==> config.mk <==
export PLATFORM = sky130hd
export DESIGN_NAME = dmem_arbiter
export DESIGN_NICKNAME = d
export VERILOG_FILES = /design/src/rtl/dmem_arbiter.sv
export SDC_FILE = /design/constraint.sdc
export NUM_CORES = 1
export LEC_CHECK = 0
export BUFFER_PORTS_ARGS = -buffer_cell sky130_fd_sc_hd__buf_4
export CAP_MARGIN = 20
export CORE_AREA = 2 2 120 122
export CTS_CLUSTER_DIAMETER = 120
export DETAILED_ROUTE_END_ITERATION = 10
export DIE_AREA = 0 0 122 124
export GPL_TIMING_DRIVEN = 0
export PLACE_DENSITY = 0.77
export SYNTH_ARGS = -nofsm -noshare
export SYNTH_HDL_FRONTEND = slang
export SYNTH_SLANG_ARGS = --single-unit
==> constraint.sdc <==
create_clock -name clk -period 7.4 [get_ports clk]
set_clock_uncertainty 0.15 [all_clocks]
set_input_delay 0.37 -clock clk [delete_from_list [all_inputs] [get_ports clk]]
set_output_delay 0.37 -clock clk [all_outputs]
set_load 0.02 [all_outputs]
==> src/rtl/dmem_arbiter.sv <==
// Two-port arbiter for the shared data-memory port: LSU (port 0) has priority,
// DMA (port 1) gets a bounded wait, and every access is alignment/range checked.
module dmem_arbiter #(
    parameter int ADDRESS_WIDTH = 32,
    parameter int DATA_WIDTH    = 32,
    parameter int MEM_BYTES     = 131072,
    parameter int MAX_WAIT      = 8
) (
    input  logic                     clk,
    input  logic                     rst,

    input  logic                     p0_valid,
    output logic                     p0_ready,
    input  logic                     p0_we,
    input  logic [ADDRESS_WIDTH-1:0] p0_addr,
    input  logic [DATA_WIDTH-1:0]    p0_wdata,
    input  logic [2:0]               p0_funct3,
    output logic                     p0_resp_valid,
    output logic [DATA_WIDTH-1:0]    p0_resp_rdata,
    output logic                     p0_resp_err,

    input  logic                     p1_valid,
    output logic                     p1_ready,
    input  logic                     p1_we,
    input  logic [ADDRESS_WIDTH-1:0] p1_addr,
    input  logic [DATA_WIDTH-1:0]    p1_wdata,
    input  logic [2:0]               p1_funct3,
    output logic                     p1_resp_valid,
    output logic [DATA_WIDTH-1:0]    p1_resp_rdata,
    output logic                     p1_resp_err,

    output logic                     mem_wr_en,
    output logic [ADDRESS_WIDTH-1:0] mem_addr,
    output logic [DATA_WIDTH-1:0]    mem_wdata,
    output logic [2:0]               mem_funct3,
    input  logic [DATA_WIDTH-1:0]    mem_rdata
);

    localparam logic [ADDRESS_WIDTH:0] MEM_LIMIT  = (ADDRESS_WIDTH+1)'(MEM_BYTES);
    localparam logic [7:0]             WAIT_LIMIT = 8'(MAX_WAIT);

    logic [7:0]            wait_q, wait_d;
    logic                  grant0, grant1;
    logic                  xfer0, xfer1, xfer;
    logic                  sel_we;
    logic [ADDRESS_WIDTH:0] size_ext, end_addr;
    logic                  misaligned, out_of_range, acc_err;

    logic                  p0_rv_d, p0_rv_q, p1_rv_d, p1_rv_q;
    logic                  p0_err_d, p0_err_q, p1_err_d, p1_err_q;
    logic [DATA_WIDTH-1:0] p0_rdata_d, p0_rdata_q, p1_rdata_d, p1_rdata_q;

    // Grant depends only on the valids and the wait counter, never on address or data.
    always_comb begin
        grant0 = 1'b0;
        grant1 = 1'b0;
        if (p0_valid && p1_valid) begin
            if (wait_q == WAIT_LIMIT) grant1 = 1'b1;
            else                      grant0 = 1'b1;
        end else if (p0_valid) begin
            grant0 = 1'b1;
        end else if (p1_valid) begin
            grant1 = 1'b1;
        end
    end

    assign p0_ready = grant0 && !rst;
    assign p1_ready = grant1 && !rst;
    assign xfer0    = p0_valid && p0_ready;
    assign xfer1    = p1_valid && p1_ready;
    assign xfer     = xfer0 || xfer1;

    always_comb begin
        sel_we     = p0_we;
        mem_addr   = p0_addr;
        mem_wdata  = p0_wdata;
        mem_funct3 = p0_funct3;
        if (grant1) begin
            sel_we     = p1_we;
            mem_addr   = p1_addr;
            mem_wdata  = p1_wdata;
            mem_funct3 = p1_funct3;
        end
    end

    // The end address is one bit wider so that wrap-around past the top counts as out of range.
    always_comb begin
        case (mem_funct3[1:0])
            2'b00:   size_ext = (ADDRESS_WIDTH+1)'(1);
            2'b01:   size_ext = (ADDRESS_WIDTH+1)'(2);
            default: size_ext = (ADDRESS_WIDTH+1)'(4);
        endcase
        misaligned   = ((mem_funct3[1:0] == 2'b01) && mem_addr[0])
                    || (mem_funct3[1] && (mem_addr[1:0] != 2'b00));
        end_addr     = {1'b0, mem_addr} + size_ext;
        out_of_range = end_addr > MEM_LIMIT;
        acc_err      = misaligned || out_of_range;
    end

    assign mem_wr_en = xfer && sel_we && !acc_err;

    always_comb begin
        wait_d = wait_q;
        if (xfer1) begin
            wait_d = 8'd0;
        end else if (p1_valid && (wait_q < WAIT_LIMIT)) begin
            wait_d = wait_q + 8'd1;
        end
    end

    always_comb begin
        p0_rv_d    = xfer0;
        p1_rv_d    = xfer1;
        p0_err_d   = xfer0 && acc_err;
        p1_err_d   = xfer1 && acc_err;
        p0_rdata_d = (xfer0 && !sel_we && !acc_err) ? mem_rdata : '0;
        p1_rdata_d = (xfer1 && !sel_we && !acc_err) ? mem_rdata : '0;
    end

    always_ff @(posedge clk or posedge rst) begin
        if (rst) begin
            wait_q     <= 8'd0;
            p0_rv_q    <= 1'b0;
            p1_rv_q    <= 1'b0;
            p0_err_q   <= 1'b0;
            p1_err_q   <= 1'b0;
            p0_rdata_q <= '0;
            p1_rdata_q <= '0;
        end else begin
            wait_q     <= wait_d;
            p0_rv_q    <= p0_rv_d;
            p1_rv_q    <= p1_rv_d;
            p0_err_q   <= p0_err_d;
            p1_err_q   <= p1_err_d;
            p0_rdata_q <= p0_rdata_d;
            p1_rdata_q <= p1_rdata_d;
        end
    end

    assign p0_resp_valid = p0_rv_q;
    assign p1_resp_valid = p1_rv_q;
    assign p0_resp_err   = p0_err_q;
    assign p1_resp_err   = p1_err_q;
    assign p0_resp_rdata = p0_rdata_q;
    assign p1_resp_rdata = p1_rdata_q;

endmodule

; ---- Word level (Yosys, flattened, before mapping)
; Cells that the tools add are included.
[totals]
word_cells = 54
inputBits = 172
reg_bits = 76
[classes]
mux = 16
order_cmp = 2
n_eq_ne = 2
add_sub_neg = 2
reduce_logical = 25
[op_table]
columns = op, count
row1 = 32-bit two-way mux, 4
row2 = 32-bit by 33-bit adder with 33-bit output, 1
row3 = 33-bit by 18-bit greater-than comparator with 1-bit output (second input constant), 1
row4 = 1-bit logical AND, 16
row5 = 8-bit two-way mux, 2
row6 = 8-bit by 1-bit adder with 8-bit output (second input constant), 1
row7 = 8-bit by 4-bit == test with 1-bit output (second input constant), 1
row8 = 8-bit by 4-bit less-than comparator with 1-bit output (second input constant), 1
row9 = 1-bit two-way mux, 8
row10 = 3-bit case mux with 2 select lines, 1
row11 = 2-bit nonzero test, 2
row12 = 1-bit zero test, 3
row13 = 1-bit logical OR, 3
row14 = 3-bit two-way mux, 1
row15 = 2-bit by 1-bit == test with 1-bit output (second input constant), 1
row16 = 2-bit zero test, 1

; ---- Logic depth before layout (Yosys ltp)
[logic_depth]
word_depth = 12
mapped_depth = 24

; ---- Worst setup path before layout
; OpenSTA, ideal clock, no wires.
[synth_timing]
path_type = reg-to-output
start = register wait_q[0]
end = output port mem_wr_en
path_buffers = 7
stages_incl_launch_ff = 24
setup_slack_ns = 1.410
arrival_time_ns = 5.470
path_cell_list = dfrtp_1 -> inv_1 -> ha_1 -> and4bb_1 -> a21oi_1 -> buf_2 -> buf_2 -> buf_2 -> clkbuf_1 -> clkbuf_1 -> nand2_1 -> nand2_1 -> ha_1 -> clkbuf_1 -> a21oi_1 -> a21oi_1 -> mux2i_1 -> nor3_2 -> nand2_1 -> mux2i_1 -> o211ai_1 -> or4_1 -> buf_6 -> nor4_1
[synth_via]
word_cells_on_any_way = 26
cone_classes = 1 x add/sub / 1 x order compare / 2 x eq/ne / 8 x mux / 14 x reduce/logical
[synth_rtl]
columns = item, line_no
row1 = start: declaration, 42  ; logic [7:0] wait_q, wait_d;
row2 = start signal: assignment, 130  ; wait_q <= wait_d;
row3 = 8-bit by 4-bit == test with 1-bit output, 58  ; if (wait_q == WAIT_LIMIT) grant1 = 1'b1;
row4 = 1-bit two-way mux, 58
row5 = 1-bit two-way mux, 57  ; if (p0_valid && p1_valid) begin
row6 = 32-bit two-way mux, 78  ; if (grant1) begin
row7 = net mem_addr[2], 33  ; output logic [ADDRESS_WIDTH-1:0] mem_addr,
row8 = 32-bit by 33-bit adder with 33-bit output, 95  ; end_addr = {1'b0, mem_addr} + size_ext;
row9 = 33-bit by 18-bit greater-than comparator with 1-bit output, 96  ; out_of_range = end_addr > MEM_LIMIT;
row10 = 1-bit logical OR, 97  ; acc_err = misaligned || out_of_range;
row11 = 1-bit zero test, 100  ; assign mem_wr_en = xfer && sel_we && !acc_err;
row12 = 1-bit logical AND, 100
row13 = end: declaration, 32  ; output logic mem_wr_en,
; The timed path passes the listed nets, and every way through them passes these cells.

; ---- Worst setup path in the final report
[layout_timing]
start = register wait_q[0]
end = output port mem_wr_en
[layout_via]
elab_chain_len = 11
word_cells_on_any_way = 26
cone_classes = 1 x add/sub / 1 x order compare / 2 x eq/ne / 8 x mux / 14 x reduce/logical
[layout_rtl]
columns = item, line_no
row1 = 8-bit by 4-bit == test with 1-bit output *, 58
row2 = 1-bit two-way mux, 58
row3 = 1-bit two-way mux, 57
row4 = 3-bit two-way mux, 78
row5 = 2-bit by 1-bit == test with 1-bit output / 2-bit zero test (equally long branches), "88, 93"
row6 = 3-bit case mux with 2 select lines, 88  ; case (mem_funct3[1:0])
row7 = 32-bit by 33-bit adder with 33-bit output, 95
row8 = 33-bit by 18-bit greater-than comparator with 1-bit output, 96
row9 = 1-bit logical OR, 97
row10 = 1-bit zero test, 100
row11 = 1-bit logical AND *, 100
; Mark *: on every way between the ends. The rest lies on a longest branch, timed or not.

==> flow_summary.yaml <==
finish:
  fin_util: 0.601
  layoutNonFillerInstCount: 1223
  drive_gt1_frac: 0.344
  insertedDiodeCount: 0
  finish.net_count: 1215
  area_growth_syn_to_layout_pct: 51.8
logic_synthesis:
  synth_cell_types: 59
  synth_top_area_cell: "dfrtp_1"
  synth_edf_count: 0
  avgSynthCellArea_um2: 7.50
  ys_ff_latch: 76
  synth_area_leaders: "dfrtp_1 (35%), nand2_1 (16%), nor3_1 (6.6%)"
  syn_area_um2: 5430
  synth_cells: 724
  yosysTopAreaCellShare: 0.350
  synth-async-reset-ratio: 1.00
  synth_nets: 901
  yosysWarnings: 0
  synth_ff_type: "dfrtp_1"
  yosysSeqAreaShare: 0.350
route:
  avgRoutedWirePerCell_um: 17.0
  totalWireLength_um: 20800
  drtIter0Drc: 467
  vias: 6469
  dr.pass1.iters: 7
  drc_errors: 0
  ant_nets: 0
  avgViaCountPerCell: 5.29
global_routing:
  overflow: 0
  grt_pass1_wl_um: 32100
  antenna_found_initial: 0
  grt_usage: 0.271
  grt_pass1_vias: 6195
  grt_max_degree: 78
critical_path:
  endpoint_kind: "output pin"
  critPathLaunchType: "register"
  arrival_ns: 6.45
  rr_startpoint: "wait_q[0]"
  r2r_cells: 24
  critical_path_class: "register to output pin"
  r2r_slack_ns: 1.04
  worstReg2RegEnd: "p1_resp_rdata[0]"
  crit_fanout: 10
  required_ns: 6.88
worst_hold_path:
  holdCritPathClass: "primary input to register"
  hold_depth: 2
  whs_endpoint: "p1_resp_valid"
  min_from: "rst"
cts:
  clk_pin_slew_ns: 0.05
  h-tree-depth: 3
  cts_hold_buf: 0
  clk_latency_ns: 0.33
  tritoncts: "built"
  clockRootBuffer: "clkbuf_16"
  cts_setup_buffers: 0
  cts_resized: 0
  cts.path.max_buffers: 2
  clkSinkCount: 76
  numCtsBuffers: 9
place:
  dp.cells: 1207
  port_buffers: 303
  hpwl_um: 16600
  finalWeightedCongestion: 0.998
sta:
  hold_violations: 0
  setup_violations: 0
  hold_slack_ns: 0.0784
  finalSetupTns_ns: 0
  worstMarginPinSlew_ns: 0.900
  post-route-period-util: 0.942
  rsz0062_at_grt: "no"
  min_period_ns: 6.97
  relSlewSlack: 0.400
  drv_slew: 0
  fmax_mhz: 143
floorplanning:
  rows: 43
  die_h_um: 124
  initial_utilization: 0.396
  num_io_pins: 310
  core-area_um2: 13700
  dieWidth_um: 122
  die-area_um2: 15100
pwr:
  power_switching_mw: 0.488
  max-vdd-ir-drop_uv: 87.8
  comb_power_share: 0.376
  p_sw_frac: 0.347
  power_mw: 1.40
  leakagePower_nw: 4.09
  powerDensity_nw_per_um2: 170
  seq_power_share: 0.312
  clkPwrFrac: 0.312
  intPower_mw: 0.917
run:
  max_cap_violations: 0
outcome:
  status: "completed"
## per-layer routing
layer  vias to the layer above  part of all wire  global-route usage
met5                         -                 0                   0
li1                       3131                 -                   -
met3                        32             0.093              0.0513
met4                         0             0.016              0.0668
met2                       354              0.49               0.473
met1                      2952              0.41               0.346
## Yosys cell counts (all sizes together), types with 8 or more instances
library cell / instances
and3: 11
nor2: 31
nand3b: 33
mux2i: 23
nand3: 26
clkbuf: 26
o21ai: 16
xnor2: 11
inv: 16
nand4: 15
nand2: 232
nor3: 78
buf: 27
a21oi: 13
nor2b: 8
dfrtp: 76
## layout make-up
cell class	count	area (um2)
tap	180	225
multi-input combinational	579	3190
clock buffer	11	243
buffer	53	285
inverter	16	62.6
fill	1305	5470
sequential	76	1900
timing repair buffer	303	2270
clock inverter	5	60.1
## worst max path at each step
stage	from	endpoint	cells past startpoint
floorplan	wait_q[0]	mem_wr_en	23
global placement	wait_q[0]	mem_wr_en	24
detailed placement	wait_q[0]	mem_wr_en	24
CTS	wait_q[0]	mem_wr_en	24
global route	wait_q[0]	mem_wr_en	24
finish	wait_q[0]	mem_wr_en	24
## cells by family after synthesis
| group | share of synthesized area |
|---|---|
| simple gates | 0.409 |
| flops | 0.350 |
| compound gates | 0.0898 |
| buf+inv | 0.0633 |
| mux | 0.0465 |
| xor+xnor | 0.0258 |
| fa+ha+maj | 0.0152 |
## stage by stage
step / instance area, um2 / worst slack (ns)
after detailed placement: 7940 / 0.438
after global routing: 8250 / 0.0479
final: 8250 / 0.429
after floorplan: 5430 / 1.41
after CTS: 8240 / 0.0614
after global placement: 7930 / 0.489
## power by group through the flow
stage,registers (mW),logic [mW],clock network [mW]
2_1_floorplan,0.445,0.289,0
3_3_place_gp,0.445,0.516,0
3_5_place_dp,0.445,0.521,0
4_1_cts,0.438,0.524,0.446
5_1_grt,0.440,0.573,0.465
6_report,0.438,0.528,0.439
## registers in the layout, summed over array words and instances (netlist names)
register / flops
p1_resp_rdata: 32
p1_resp_err: 1
p0_resp_valid: 1
wait_q: 8
p0_resp_rdata: 32
p0_resp_err: 1
p1_resp_valid: 1
## cell usage in the layout (no fill, tap or decap), types with 3 or more instances in the layout
| cell type | count |
|---|---|
| a21boi_0 | 4 |
| a21oi_1 | 11 |
| a311oi_1 | 4 |
| a31oi_1 | 5 |
| a41oi_1 | 3 |
| and2_1 | 3 |
| and3_1 | 11 |
| buf_1 | 6 |
| buf_2 | 11 |
| buf_4 | 305 |
| buf_6 | 7 |
| clkbuf_1 | 26 |
| clkbuf_16 | 9 |
| dfrtp_1 | 76 |
| ha_1 | 5 |
| inv_1 | 15 |
| mux2i_1 | 23 |
| nand2_1 | 232 |
| nand2b_1 | 5 |
| nand3_1 | 26 |
| nand3b_1 | 33 |
| nand4_1 | 15 |
| nand4b_1 | 5 |
| nor2_1 | 31 |
| nor2b_1 | 8 |
| nor3_1 | 72 |
| nor3_2 | 6 |
| nor4_1 | 3 |
| o211ai_1 | 4 |
| o21ai_0 | 15 |
| o22ai_1 | 3 |
| xnor2_1 | 11 |
| xor2_1 | 5 |
## critical path, cell delays in order (launching register included)
cell and delay (ns):
dfrtp_1 0.40, inv_1 0.07, ha_1 0.19, and4bb_1 0.25, a21oi_2 0.32, buf_2 0.32, buf_2 0.33, buf_2 0.34
clkbuf_1 0.36, clkbuf_2 0.31, nand2_1 0.08, nand2_1 0.09, ha_1 0.23, clkbuf_1 0.18, a21oi_1 0.38, a21oi_1 0.23
mux2i_1 0.28, nor3_2 0.10, nand2_1 0.08, mux2i_1 0.18, o211ai_1 0.13, or4_1 0.61, buf_6 0.19, nor4_1 0.26
buf_4 0.20
No activity file was read; power rests on OpenSTA's default activity.
